`config.mk`:
```
export PLATFORM = sky130hd
export DESIGN_NAME = mem_access_stage
export DESIGN_NICKNAME = d
export VERILOG_FILES = /design/src/rtl/mem_stage_pkg.sv /design/src/rtl/mem_wb_reg.sv /design/src/rtl/mem_access_stage.sv
export SDC_FILE = /design/constraint.sdc
export NUM_CORES = 1
export LEC_CHECK = 0
export BUFFER_PORTS_ARGS = -buffer_cell sky130_fd_sc_hd__buf_2
export CAP_MARGIN = 0
export CORE_AREA = 2 2 181 183
export DETAILED_ROUTE_END_ITERATION = 16
export DIE_AREA = 0 0 183 185
export GPL_ROUTABILITY_DRIVEN = 0
export MAX_ROUTING_LAYER = met4
export PLACE_DENSITY = 0.45
export SLEW_MARGIN = 20
export SYNTH_ARGS = -nofsm -noshare
export SYNTH_HDL_FRONTEND = slang
export SYNTH_SLANG_ARGS = --single-unit
export TNS_END_PERCENT = 1
```
`constraint.sdc`:
```
create_clock -name clk -period 1.28 [get_ports clk]
set_input_delay 0.128 -clock clk [delete_from_list [all_inputs] [get_ports clk]]
set_output_delay 0.128 -clock clk [all_outputs]
set_load 0.02 [all_outputs]
```
`src/rtl/mem_stage_pkg.sv`:
```
// Shared types for the MEM stage: width defaults, FSM state and the MEM/WB bundle.
package mem_stage_pkg;

    localparam int unsigned XLEN_DEF = 64;
    localparam int unsigned RD_W_DEF = 5;

    typedef enum logic {
        IDLE,
        WAIT
    } memState_t;

    // Field widths follow the package defaults; the top uses the same defaults.
    typedef struct packed {
        logic                regWrite;
        logic                memToReg;
        logic [XLEN_DEF-1:0] aluOut;
        logic [XLEN_DEF-1:0] readData;
        logic [RD_W_DEF-1:0] rd;
    } memWb_t;

endpackage

```
`src/rtl/mem_wb_reg.sv`:
```
// MEM/WB pipeline register. A bubble clears the control bits and holds the data fields.
module mem_wb_reg
    import mem_stage_pkg::*;
(
    input  logic   clk,
    input  logic   reset,
    input  logic   bubble,
    input  memWb_t d,
    output memWb_t q
);

    always_ff @(posedge clk) begin
        if (reset) begin
            q <= '0;
        end else if (bubble) begin
            q.regWrite <= 1'b0;
            q.memToReg <= 1'b0;
        end else begin
            q <= d;
        end
    end

endmodule

```
`src/rtl/mem_access_stage.sv`:
```
// MEM stage of the 64-bit RISC-V pipeline: req/ack data-memory access, upstream stall, MEM/WB register.
// Optional access timeout with mem_err pulse is enabled by defining MEM_TIMEOUT_EN.
module mem_access_stage
    import mem_stage_pkg::*;
#(
    parameter int unsigned XLEN        = XLEN_DEF,
    parameter int unsigned RD_W        = RD_W_DEF,
    parameter int unsigned TIMEOUT_CYC = 16
) (
    input  logic            clk,
    input  logic            reset,
    input  logic            ex_reg_write,
    input  logic            ex_mem_to_reg,
    input  logic            ex_mem_write,
    input  logic            ex_mem_read,
    input  logic [XLEN-1:0] ex_alu_out,
    input  logic [XLEN-1:0] ex_store_data,
    input  logic [RD_W-1:0] ex_rd,
    output logic            dmem_req,
    output logic            dmem_we,
    output logic [XLEN-1:0] dmem_addr,
    output logic [XLEN-1:0] dmem_wdata,
    input  logic [XLEN-1:0] dmem_rdata,
    input  logic            dmem_ack,
    output logic            stall,
    output logic            wb_reg_write,
    output logic            wb_mem_to_reg,
    output logic [XLEN-1:0] wb_alu_out,
    output logic [XLEN-1:0] wb_read_data,
    output logic [RD_W-1:0] wb_rd,
    output logic            mem_err
);

    memState_t state;
    memState_t stateNext;
    logic      memOp;
    logic      pending;
    logic      accessDone;
    logic      loadDone;
    logic      timeoutHit;
    logic      bubble;
    memWb_t    wbNext;
    memWb_t    wbQ;

    assign memOp      = ex_mem_read | ex_mem_write;
    assign pending    = ~reset & (((state == IDLE) & memOp) | (state == WAIT));
    assign accessDone = pending & dmem_ack;
    // A simultaneous read+write is treated as a store, so load data is not captured.
    assign loadDone   = accessDone & ex_mem_read & ~ex_mem_write;
    assign bubble     = pending & ~dmem_ack;

`ifdef MEM_TIMEOUT_EN
    localparam int unsigned CNT_W = $clog2(TIMEOUT_CYC + 1);
    logic [CNT_W-1:0] waitCnt;

    // The first req cycle is spent in IDLE, so WAIT sees TIMEOUT_CYC-1 cycles before abort.
    assign timeoutHit = ~reset & (state == WAIT) & ~dmem_ack
                        & (waitCnt == CNT_W'(TIMEOUT_CYC - 2));

    always_ff @(posedge clk) begin
        if (reset || state == IDLE) begin
            waitCnt <= '0;
        end else if (!dmem_ack) begin
            waitCnt <= waitCnt + 1'b1;
        end
    end

    assign mem_err = timeoutHit;
`else
    logic unusedTimeoutCfg;
    assign unusedTimeoutCfg = ^TIMEOUT_CYC;
    assign timeoutHit       = 1'b0;
    assign mem_err          = 1'b0;
`endif

    assign dmem_req   = pending;
    assign stall      = bubble & ~timeoutHit;
    assign dmem_we    = ex_mem_write;
    assign dmem_addr  = ex_alu_out;
    assign dmem_wdata = ex_store_data;

    always_ff @(posedge clk) begin
        if (reset) begin
            state <= IDLE;
        end else begin
            state <= stateNext;
        end
    end

    always_comb begin
        stateNext = state;
        case (state)
            IDLE: if (pending && !dmem_ack) stateNext = WAIT;
            WAIT: if (dmem_ack || timeoutHit) stateNext = IDLE;
            default: stateNext = IDLE;
        endcase
    end

    always_comb begin
        wbNext          = wbQ;
        wbNext.regWrite = ex_reg_write & (ex_rd != '0);
        wbNext.memToReg = ex_mem_to_reg;
        wbNext.aluOut   = ex_alu_out;
        wbNext.rd       = ex_rd;
        wbNext.readData = loadDone ? dmem_rdata : wbQ.readData;
    end

    mem_wb_reg uMemWbReg (
        .clk   (clk),
        .reset (reset),
        .bubble(bubble),
        .d     (wbNext),
        .q     (wbQ)
    );

    assign wb_reg_write  = wbQ.regWrite;
    assign wb_mem_to_reg = wbQ.memToReg;
    assign wb_alu_out    = wbQ.aluOut;
    assign wb_read_data  = wbQ.readData;
    assign wb_rd         = wbQ.rd;

endmodule
```
==> summary.md, run 1 <==
### Detailed routing
• **Pre-antenna DRT Iters** 4
• **average vias per placed instance** 3.707
• **drc violations** 0
• **drt first-iter violations** 105
• **routed wire length per instance** 13.53 µm
• **total via count in the routed design** 5042
• **total length of routed wires** 18.40 mm
• **antenna violation net count after detailed routing** 0

### Die
• **Die Wd** 183 µm
• **initial core utilization** 20.15%
• **I/O pins** 471
• **vertical die dimension** 185 µm
• **number of cell rows** 66
• **die area** 33860 µm²
• **Core Region** 32040 µm²

### Power and ir drop
• **power density relative to cell area** 1274 nW/µm²
• **total internal power** 8.404 mW
• **share of power burned in registers** 39.9%
• **Peak supply drop** 0.8971 mV
• **fraction of power spent switching nets** 27.36%
• **static leakage** 4.417 nW
• **power share of the clock group** 42.9%
• **net switching component of the power** 3.165 mW
• **combinational share of power** 17.2%

### Synthesis
• **FF+latch count, synth** 136
• **async set-or-reset flop fraction in the synthesized netlist** 0%
• **Synth top area share** 42.18%
• **largest cells by area after synthesis** sky130_fd_sc_hd__dfxtp_1, sky130_fd_sc_hd__mux2_4, sky130_fd_sc_hd__buf_4, sky130_fd_sc_hd__nor2b_1, sky130_fd_sc_hd__nand2b_1
• **Seq/Total Area, Yosys** 42.18%
• **synthesized-area fraction occupied by ao, oa, aoi and oai cells** 5.040%
• **Synth area leader** sky130_fd_sc_hd__dfxtp_1
• **netlist area before placement** 6455 µm²
• **mux cell area share after synthesis** 15.99%
• **Syn. warnings** 0
• **top cells by count, synth** sky130_fd_sc_hd__dfxtp_1, sky130_fd_sc_hd__buf_4, sky130_fd_sc_hd__nor2b_1
• **dominant cell by count in the synthesized netlist** sky130_fd_sc_hd__dfxtp_1
• **dominant combinational cell family by area after synthesis** buffers and inverters
• **net count of the mapped netlist** 848
• **Syn Area/Cell** 10.02 µm²
• **count of mapped cells out of synthesis** 644
• **number of flops mapped to enable cells by yosys** 0
• **xor/xnor share of the synthesized area** 0%
• **Synth cell types** 23
• **adder-cell share of the synthesized area** 0%
• **area fraction in and, or, nand and nor cells after synthesis** 17.35%
• **most used flip-flop cell after synthesis** sky130_fd_sc_hd__dfxtp_1

### STA
• **count of final hold-check violations** 0
• **Clock Skew** 8.086 ps
• **endpoints failing setup** 70
• **upper clock frequency limit** 643.3 MHz
• **setup repair after global routing missed its margin** true
• **worst path setup slack after routing** -274.5 ps
• **setup TNS** -12900 ps
• **final worst-path cycle share** 121.4%
• **fin. max-slew vios** 0
• **final period demand of the worst path** 1555 ps
• **Hold Slack** 61.03 ps

### Cells and area
• **net total in the final layout** 1142
• **footprint of the flip-flops and latches** 2724 µm²
• **multi-input gate area in the final layout** 2500 µm²
• **finished layout cell area** 9084 µm²
• **Layout Cells excl Fill** 1360
• **filler instances** 3459
• **share of final-layout standard cells stronger than drive strength 1** 50.79%
• **synthesis-to-layout area growth** 40.72%

### Worst setup path
• **kind of critical path** reg -> out
• **family with the most delay on the worst path** simple AND/OR/NAND/NOR gates
• **worst path arrival time** 1430 ps
• **longest individual stage delay on the worst path** 340 ps
• **slowest CP cell** sky130_fd_sc_hd__or3_4
• **Crit path buffers/inverters** 3
• **Critical Path Fanout Max** 2
• **element type at the critical path end** primary output
• **type of origin of the critical path** flop
• **Required @ worst endpoint** 1150 ps
• **Critical Path, Cell by Cell** nor3_2 -> or3_4 -> buf_8 -> inv_4 -> buf_6

### Min path
• **worst hold path class** in -> reg

### GRT
• **maximum number of pins on one net before global-route repair** 67
• **number of global-route vias before repair** 4873
• **wire length of the first global-routing pass** 26.73 mm
• **aggregate global routing overflow** 0
• **GRT Util Overall** 10.82%
• **antenna violations before repair** 1

### Status
• **result of the run** finished, violations left
• **violated checks** setup timing

### Place
• **I/O Buffers** 341
• **placed wire-length estimate** 13.60 mm
• **count of placed standard cells including taps** 1257
• **DP Area** 7747 µm²

### Clock network
• **Longest Clk Path Bufs** 2
• **total clock buffers created by CTS** 17
• **Clock Pin Slew Worst Setup and Hold Paths** 60 ps
• **TritonCTS clock tree** yes
• **CTS Sinks** 136
• **clock latency reported for the late side of the worst-skew pair** 430 ps
• **cell at the root of the clock tree** sky130_fd_sc_hd__clkbuf_16
• **Max H-tree Level** 4

### Flow run
• **Max Cap Violations** 0

-- sequential cells by signal (all words and copies together), names as in the netlist --
| signal | flops |
|---|---|
| uMemWbReg.q | 135 |
| state | 1 |
-- per-layer routing --
layer,part of all wire (%),global-route usage (%)
met1,41,11.34
met2,50,18.47
met3,7.3,3.932
met4,2.1,4.480
met5,0,-
-- worst reg2reg max path: stages (launching register included) --
cell and delay (ps):
sky130_fd_sc_hd__dfxtp_2 320, sky130_fd_sc_hd__nor3_2 40, sky130_fd_sc_hd__or3_4 340, sky130_fd_sc_hd__buf_6 180, sky130_fd_sc_hd__buf_4 190, sky130_fd_sc_hd__mux2_4 300
-- cells by family (layout without fill, tap and decap cells) --
family,Yosys count,count (layout)
mux,69,69
flops,136,136
buf+inv,169,476
compound gates,65,65
other cells,1,2
simple gates,204,204
-- area by class of cell --
cell class | instances | area share, %
diodes | 1 | 0.02755
clock buffers | 19 | 4.876
clock inverters | 13 | 1.612
inverters | 2 | 0.1102
multi-input cells | 339 | 27.52
flip-flops and latches | 136 | 29.99
well taps | 408 | 5.620
repair buffers | 442 | 30.25
-- placed cells by master, fill, tap and decap left out, types with 2 or more instances in the layout --
cell / n
sky130_fd_sc_hd__buf_12: 6
sky130_fd_sc_hd__buf_2: 339
sky130_fd_sc_hd__buf_4: 26
sky130_fd_sc_hd__buf_6: 4
sky130_fd_sc_hd__bufinv_16: 2
sky130_fd_sc_hd__clkbuf_16: 18
sky130_fd_sc_hd__clkinv_4: 2
sky130_fd_sc_hd__clkinvlp_4: 5
sky130_fd_sc_hd__dfxtp_1: 135
sky130_fd_sc_hd__dlygate4sd3_1: 65
sky130_fd_sc_hd__inv_6: 3
sky130_fd_sc_hd__mux2_4: 68
sky130_fd_sc_hd__nand2_1: 64
sky130_fd_sc_hd__nand2b_1: 64
sky130_fd_sc_hd__nor2b_1: 69
sky130_fd_sc_hd__o21ai_0: 59
sky130_fd_sc_hd__o21ai_1: 6
-- worst paths after layout --
check                        from                to  slack [ps]  cells past startpoint
setup / recovery            state             stall        -270                      5
hold / removal     ex_alu_out[44]  uMemWbReg.q[113]          60                      3
setup reg to reg            state    uMemWbReg.q[0]        -210                      5
hold reg to reg   uMemWbReg.q[29]   uMemWbReg.q[29]         470                      2
-- power by group through the flow --
stage          sequential, mW  combinational (mW)  clock (mW)
3_5_place_dp             4.71                1.83           0
6_report                 4.62                1.99        4.96
4_1_cts                  4.62                2.00        5.17
3_3_place_gp             4.72                1.82           0
5_1_grt                  4.65                2.13        5.35
2_1_floorplan            5.00                1.22           0
-- stage by stage --
stage | power [mW] | worst slack (ps) | util (%)
floorplan | 6.220 | -81.40 | -
global placement | 6.535 | -227.1 | 24.18
detailed placement | 6.537 | -201.2 | 24.18
CTS | 11.79 | -333.0 | 28.19
global route | 12.13 | -342.8 | 28.35
finish | 11.57 | -274.5 | 28.35
-- what timing repair did --
item,in CTS,in global routing
endpoints found under the setup margin,73,74
pin swaps,1,1
gates resized for setup,8,4
setup buffers,3,1
endpoints found under the hold margin,65,0
cloned,0,1
hold buffers,65,0
Note: power is estimated with default switching activity, not from simulation.
==> run 2, diff against run 1 <==
--- a/config.mk
+++ b/config.mk
@@ -12,7 +12,7 @@
 export DIE_AREA = 0 0 183 185
 export GPL_ROUTABILITY_DRIVEN = 0
 export MAX_ROUTING_LAYER = met4
-export PLACE_DENSITY = 0.45
+export SKIP_CTS_REPAIR_TIMING = 1
 export SLEW_MARGIN = 20
 export SYNTH_ARGS = -nofsm -noshare
 export SYNTH_HDL_FRONTEND = slang
==> run 2 against run 1 <==
The flow still finishes with violations (setup timing). Largest power group unchanged. Non-clock buffer count increased by 5. Fmax decreased by 6.5%. Clock-buffer cell count increased by 3. Cell area increased by 0.11%. Routed wire length decreased by 3.8%. Sequential share of layout area about the same. Final cell count increased by 0.22%. Core utilization about the same. Clock skew decreased by 1.1 ps. Critical path depth unchanged. Worst setup slack got worse by 110 ps. Combinational power about the same.
==> summary.md, run 2 (synthesis results as in run 1) <==
### Status
• **result of the run** finished, violations left, unchanged
• **violated checks** setup timing, unchanged

### Detailed routing
• **average vias per placed instance** 3.752, was 3.707
• **drt first-iter violations** 116, was 105
• **total length of routed wires** 17.70 mm, was 18.40 mm
• **routed wire length per instance** 12.99 µm, was 13.53 µm
• **Pre-antenna DRT Iters** 4, unchanged
• **drc violations** 0, unchanged
• **antenna violation net count after detailed routing** 0, unchanged
• **total via count in the routed design** 5114, was 5042

### GRT
• **number of global-route vias before repair** 4580, was 4873
• **maximum number of pins on one net before global-route repair** 48, was 67
• **GRT Util Overall** 9.830%, was 10.82%
• **aggregate global routing overflow** 0, unchanged
• **wire length of the first global-routing pass** 24.42 mm, was 26.73 mm
• **antenna violations before repair** 1, unchanged

### Cells and area
• **Layout Cells excl Fill** 1363, was 1360
• **share of final-layout standard cells stronger than drive strength 1** 50.84%, was 50.79%
• **commonest non-fill, non-tap cells in the layout** sky130_fd_sc_hd__buf_2, sky130_fd_sc_hd__dfxtp_1, sky130_fd_sc_hd__nor2b_1, sky130_fd_sc_hd__mux2_4, sky130_fd_sc_hd__dlygate4sd3_1, unchanged
• **biggest regs** uMemWbReg.q: 135 flops, state: 1 flops, unchanged
• **most common library cell in the layout ignoring fill and taps** sky130_fd_sc_hd__buf_2, unchanged
• **register ranked first by flip-flop count** uMemWbReg.q, unchanged
• **number of flip-flops in the largest register** 135, unchanged
• **synthesis-to-layout area growth** 40.88%, was 40.72%
• **net total in the final layout** 1147, was 1142

### STA
• **upper clock frequency limit** 601.7 MHz, was 643.3 MHz
• **endpoints failing setup** 71, was 70
• **Hold Slack** 69.14 ps, was 61.03 ps
• **count of final hold-check violations** 0, unchanged
• **worst path setup slack after routing** -381.8 ps, was -274.5 ps
• **final period demand of the worst path** 1662 ps, was 1555 ps
• **setup repair after global routing missed its margin** true, unchanged
• **fin. max-slew vios** 0, unchanged
• **final worst-path cycle share** 129.8%, was 121.4%
• **Clock Skew** 6.979 ps, was 8.086 ps
• **setup TNS** -17880 ps, was -12900 ps

### Die
• **initial core utilization** 20.15%, unchanged
• **die area** 33860 µm², unchanged
• **I/O pins** 471, unchanged
• **number of cell rows** 66, unchanged
• **vertical die dimension** 185 µm, unchanged
• **Die Wd** 183 µm, unchanged
• **Core Region** 32040 µm², unchanged

### Worst setup path
• **family with the most delay on the worst path** simple AND/OR/NAND/NOR gates, unchanged
• **kind of critical path** reg -> out, unchanged
• **element type at the critical path end** primary output, unchanged
• **type of origin of the critical path** flop, unchanged
• **Crit path buffers/inverters** 3, unchanged
• **Critical Path, Cell by Cell** nor3_2 -> or3_4 -> buf_6 -> inv_4 -> buf_6, was nor3_2 -> or3_4 -> buf_8 -> inv_4 -> buf_6
• **slowest CP cell** sky130_fd_sc_hd__or3_4, unchanged
• **Most common cell on crit path** sky130_fd_sc_hd__buf_6
• **Required @ worst endpoint** 1150 ps, about the same
• **longest individual stage delay on the worst path** 440 ps, was 340 ps
• **worst path arrival time** 1530 ps, was 1430 ps
• **Critical Path Fanout Max** 7, was 2

### Place
• **placed wire-length estimate** 12.55 mm, was 13.60 mm
• **count of placed standard cells including taps** 1259, was 1257
• **I/O Buffers** 341, unchanged
• **pre-CTS setup slack** -275.2 ps, was -201.2 ps

### Flow run
• **Max Cap Violations** 0, unchanged

### Clock network
• **Clock Pin Slew Worst Setup and Hold Paths** 60 ps, about the same
• **TritonCTS clock tree** yes, unchanged
• **CTS Sinks** 136, unchanged
• **Max H-tree Level** 4, unchanged
• **Longest Clk Path Bufs** 2, unchanged
• **total clock buffers created by CTS** 17, unchanged
• **clock latency reported for the late side of the worst-skew pair** 420 ps, was 430 ps
• **cell at the root of the clock tree** sky130_fd_sc_hd__clkbuf_16, unchanged

### Power and ir drop
• **static leakage** 4.440 nW, was 4.417 nW
• **power density relative to cell area** 1287 nW/µm², was 1274 nW/µm²
• **power after layout** 11.71 mW, was 11.57 mW
• **Peak supply drop** 0.8397 mV, was 0.8971 mV

### Min path
• **worst hold path class** in -> reg, unchanged

[run 2: layout make-up]
cell class,instances,area [µm²]
fill,3370,22950
timing repair buffer,447,2748
sequential,136,2724
multi-input combinational,339,2495
tap,408,510.5
clock buffer,22,484.2
clock inverter,8,120.1
inverter,2,10.01
antenna,1,2.502
[run 2: stage by stage]
step / area, µm² / util (%)
detailed placement: 7750 / 24.19
global route: 9094 / 28.38
global placement: 7750 / 24.19
CTS: 8354 / 26.07
finish: 9094 / 28.38
floorplan: 6455 / -
[run 2: metal layers]
layer	wire length [µm]	GRT usage, %
met1	7297	10.30
met2	8610	15.80
met3	1334	4.267
met4	457	5.024
met5	0	-
[run 2: final timing paths]
| kind | from | to | slack (ps) | depth (start not counted) |
|---|---|---|---|---|
| worst min-delay path | ex_alu_out[46] | uMemWbReg.q[115] | 70 | 3 |
| worst min register to register | uMemWbReg.q[29] | uMemWbReg.q[29] | 460 | 2 |
| worst max-delay path | state | stall | -380 | 5 |
| worst max register to register | state | uMemWbReg.q[109] | -330 | 6 |
[run 2: power by group]
group	leakage (nW)	total (mW)	internal [mW]	switching [mW]
clock	0.294	5.09	3.24	1.86
sequential	1.12	4.62	4.49	0.133
combinational	3.03	1.99	0.983	1.01
total	4.44	11.7	8.71	3.00
[run 2: worst reg2reg max path: cells and delay by family, from the launching register on]
family,cells,cell delay [ps]
buffers and inverters,3,400
DFF,1,320
muxes,1,290
and+or+nand+nor,2,480
==> run 3, diff against run 2 <==
--- a/config.mk
+++ b/config.mk
@@ -5,13 +5,11 @@
 export SDC_FILE = /design/constraint.sdc
 export NUM_CORES = 1
 export LEC_CHECK = 0
-export BUFFER_PORTS_ARGS = -buffer_cell sky130_fd_sc_hd__buf_2
 export CAP_MARGIN = 0
-export CORE_AREA = 2 2 181 183
+export CORE_AREA = 2 2 185 187
 export DETAILED_ROUTE_END_ITERATION = 16
-export DIE_AREA = 0 0 183 185
-export GPL_ROUTABILITY_DRIVEN = 0
-export MAX_ROUTING_LAYER = met4
+export DIE_AREA = 0 0 187 189
+export DONT_BUFFER_PORTS = 1
 export SKIP_CTS_REPAIR_TIMING = 1
 export SLEW_MARGIN = 20
 export SYNTH_ARGS = -nofsm -noshare
==> run 3 against run 2 <==
The flow still finishes with violations (setup timing). Clock skew grew 2.5 ps. Worst setup slack better by 25 ps. First-iteration DRC count increased by 3.4%. Routed wire length rose by 5.0%. Final cell count shrank 18%. Sequential power increased by 7.8%. Combinational power shrank 46%. Largest cell class is now flip-flops and latches.
==> summary.md, run 3 (synthesis results as in run 1) <==
### Clock network
• **total clock buffers created by CTS** 17, unchanged
• **TritonCTS clock tree** yes, unchanged
• **Max H-tree Level** 4, unchanged
• **Clock Pin Slew Worst Setup and Hold Paths** 60 ps, about the same
• **CTS Sinks** 136, unchanged
• **Longest Clk Path Bufs** 2, unchanged
• **clock latency reported for the late side of the worst-skew pair** 420 ps, about the same
• **cell at the root of the clock tree** sky130_fd_sc_hd__clkbuf_16, unchanged

### Detailed routing
• **routed wl met2** 9.224 mm, was 8.610 mm
• **highest layer used for signal routing** met4, unchanged
• **average vias per placed instance** 3.796, was 3.752
• **Pre-antenna DRT Iters** 4, unchanged
• **routed wire length per instance** 16.57 µm, was 12.99 µm
• **wire length on met1** 6.861 mm, was 7.297 mm
• **drt first-iter violations** 120, was 116
• **antenna violation net count after detailed routing** 0, unchanged
• **met3 WL** 1.586 mm, was 1.334 mm
• **total length of routed wires** 18.59 mm, was 17.70 mm
• **total via count in the routed design** 4259, was 5114
• **drc violations** 0, unchanged

### STA
• **count of final hold-check violations** 0, unchanged
• **endpoints failing setup** 71, unchanged
• **max-slew headroom at the worst pin** 53.66%
• **fin. max-slew vios** 0, unchanged
• **upper clock frequency limit** 611.0 MHz, was 601.7 MHz
• **Tightest Pin Transition** 692.8 ps
• **final worst-path cycle share** 127.9%, was 129.8%
• **Clock Skew** 9.509 ps, was 6.979 ps
• **final period demand of the worst path** 1637 ps, was 1662 ps
• **setup TNS** -16200 ps, was -17880 ps
• **setup repair after global routing missed its margin** true, unchanged
• **worst path setup slack after routing** -356.6 ps, was -381.8 ps

### Cells and area
• **share of final-layout standard cells stronger than drive strength 1** 20.30%, was 50.84%
• **synthesis-to-layout area growth** 25.64%, was 40.88%
• **register ranked first by flip-flop count** uMemWbReg.q, unchanged
• **number of flip-flops in the largest register** 135, unchanged
• **most common library cell in the layout ignoring fill and taps** sky130_fd_sc_hd__dfxtp_1, was sky130_fd_sc_hd__buf_2
• **biggest regs** uMemWbReg.q: 135 flops, state: 1 flops, unchanged
• **finished layout cell area** 8110 µm², was 9094 µm²
• **net total in the final layout** 862, was 1147
• **commonest non-fill, non-tap cells in the layout** sky130_fd_sc_hd__dfxtp_1, sky130_fd_sc_hd__dlygate4sd3_1, sky130_fd_sc_hd__nor2b_1, sky130_fd_sc_hd__mux2_4, was sky130_fd_sc_hd__buf_2, sky130_fd_sc_hd__dfxtp_1, sky130_fd_sc_hd__nor2b_1, sky130_fd_sc_hd__mux2_4, sky130_fd_sc_hd__dlygate4sd3_1

### GRT
• **antenna violations before repair** 3, was 1
• **wire length of the first global-routing pass** 22.47 mm, was 24.42 mm
• **number of global-route vias before repair** 3641, was 4580
• **maximum number of pins on one net before global-route repair** 139, was 48
• **GRT Util Overall** 8.551%, was 9.830%
• **aggregate global routing overflow** 0, unchanged

### Place
• **placed wire-length estimate** 10.91 mm, was 12.55 mm
• **I/O Buffers** 0, was 341
• **DP Area** 5981 µm², was 7750 µm²
• **pre-CTS setup slack** -236.2 ps, was -275.2 ps
• **weighted congestion reported at the end of routability-driven placement** 0.7474

### Die
• **vertical die dimension** 189 µm, was 185 µm
• **I/O pins** 471, unchanged
• **Core Region** 33280 µm², was 32040 µm²
• **number of cell rows** 67, was 66
• **Die Wd** 187 µm, was 183 µm
• **die area** 35340 µm², was 33860 µm²
• **initial core utilization** 19.40%, was 20.15%

### Power and ir drop
• **power density relative to cell area** 1433 nW/µm², was 1287 nW/µm²
• **net switching component of the power** 2.809 mW, was 2.996 mW
• **fraction of power spent switching nets** 24.16%, was 25.59%
• **combinational share of power** 9.2%, was 17.0%
• **power share of the clock group** 47.9%, was 43.5%
• **Peak supply drop** 0.8524 mV, was 0.8397 mV
• **total internal power** 8.816 mW, was 8.712 mW
• **static leakage** 3.224 nW, was 4.440 nW
• **share of power burned in registers** 42.9%, was 39.5%

### Worst setup path
• **Crit path buffers/inverters** 3, unchanged
• **Critical Path, Cell by Cell** nor3_2 -> or3_4 -> buf_12 -> clkinv_8 -> buf_8, was nor3_2 -> or3_4 -> buf_6 -> inv_4 -> buf_6
• **capturing point of the worst reg2reg path** uMemWbReg.q[104], was uMemWbReg.q[109]
• **capturing element of the worst setup path** stall, unchanged
• **startpoint of the worst setup timing path** state, unchanged
• **element type at the critical path end** primary output, unchanged
• **slowest CP cell** sky130_fd_sc_hd__or3_4, unchanged
• **Required @ worst endpoint** 1150 ps, about the same
• **R2R cell count** 6, unchanged
• **reg-to-reg slack, setup** -340 ps, was -330 ps
• **worst path arrival time** 1510 ps, was 1530 ps
• **longest individual stage delay on the worst path** 420 ps, was 440 ps
• **family with the most delay on the worst path** simple AND/OR/NAND/NOR gates, unchanged
• **type of origin of the critical path** flop, unchanged
• **Critical Path Fanout Max** 6, was 7
• **kind of critical path** reg -> out, unchanged
• **Worst path depth** 5, unchanged
• **launch instance of the worst register-to-register path** state, unchanged

### Status
• **result of the run** finished, violations left, unchanged
• **violated checks** setup timing, unchanged

### Flow run
• **Max Cap Violations** 0, unchanged

### Min path
• **worst hold path class** in -> reg, unchanged

run 3: cell types whose count changed in the layout (fill, tap and decap cells not counted), sizes merged:
cell         before  now
dlygate4sd3      65  131
clkinv            3    4
buf             382   30
inv               2    1
clkinvlp          2    3
clkbuf           22   21
diode             1    4
bufinv            3    5
run 3: area by class of cell:
type | instances | area [µm²]
timing repair buffer | 162 | 1639
tap | 448 | 560.5
sequential | 136 | 2724
fill | 3507 | 25170
inverter | 2 | 20.02
clock buffer | 20 | 466.7
clock inverter | 11 | 195.2
antenna | 4 | 10.01
multi-input combinational | 339 | 2495
run 3: worst min path at each step:
stage                         startpoint                to  slack (ps)  cells after the start
after floorplan            dmem_rdata[5]   uMemWbReg.q[10]         240                      2
after global placement    dmem_rdata[56]   uMemWbReg.q[61]         240                      2
after detailed placement  dmem_rdata[49]   uMemWbReg.q[54]         250                      2
after CTS                 dmem_rdata[23]   uMemWbReg.q[28]        -230                      2
after global routing      ex_alu_out[26]   uMemWbReg.q[95]         -30                      2
final                     ex_alu_out[36]  uMemWbReg.q[105]           4                      2
run 3: metrics by stage:
stage               utilization (%)  cells  power (mW)  hold WS [ps]
finish                        24.37   1122       11.62         4.085
global route                  24.36   1121       12.10        -25.92
CTS                           19.96    976       11.40        -226.0
detailed placement            17.97    945       5.721         245.4
global placement              17.97    945       5.696         238.7
floorplan                         -    644       6.220         236.6
run 3: power by group through the flow:
stage               sequential, mW  combinational, mW  clock [mW]
detailed placement            5.07              0.652           0
global placement              5.07              0.629           0
finish                        4.98               1.07        5.57
CTS                           4.98              0.653        5.77
floorplan                     5.00               1.22           0
global route                  5.00               1.15        5.95
run 3: per-layer routing:
layer / track usage, % / vias up
li1: - / 1964
met1: 8.774 / 1977
met2: 14.07 / 262
met3: 4.449 / 56
met4: 4.823 / 0
met5: 0 / -
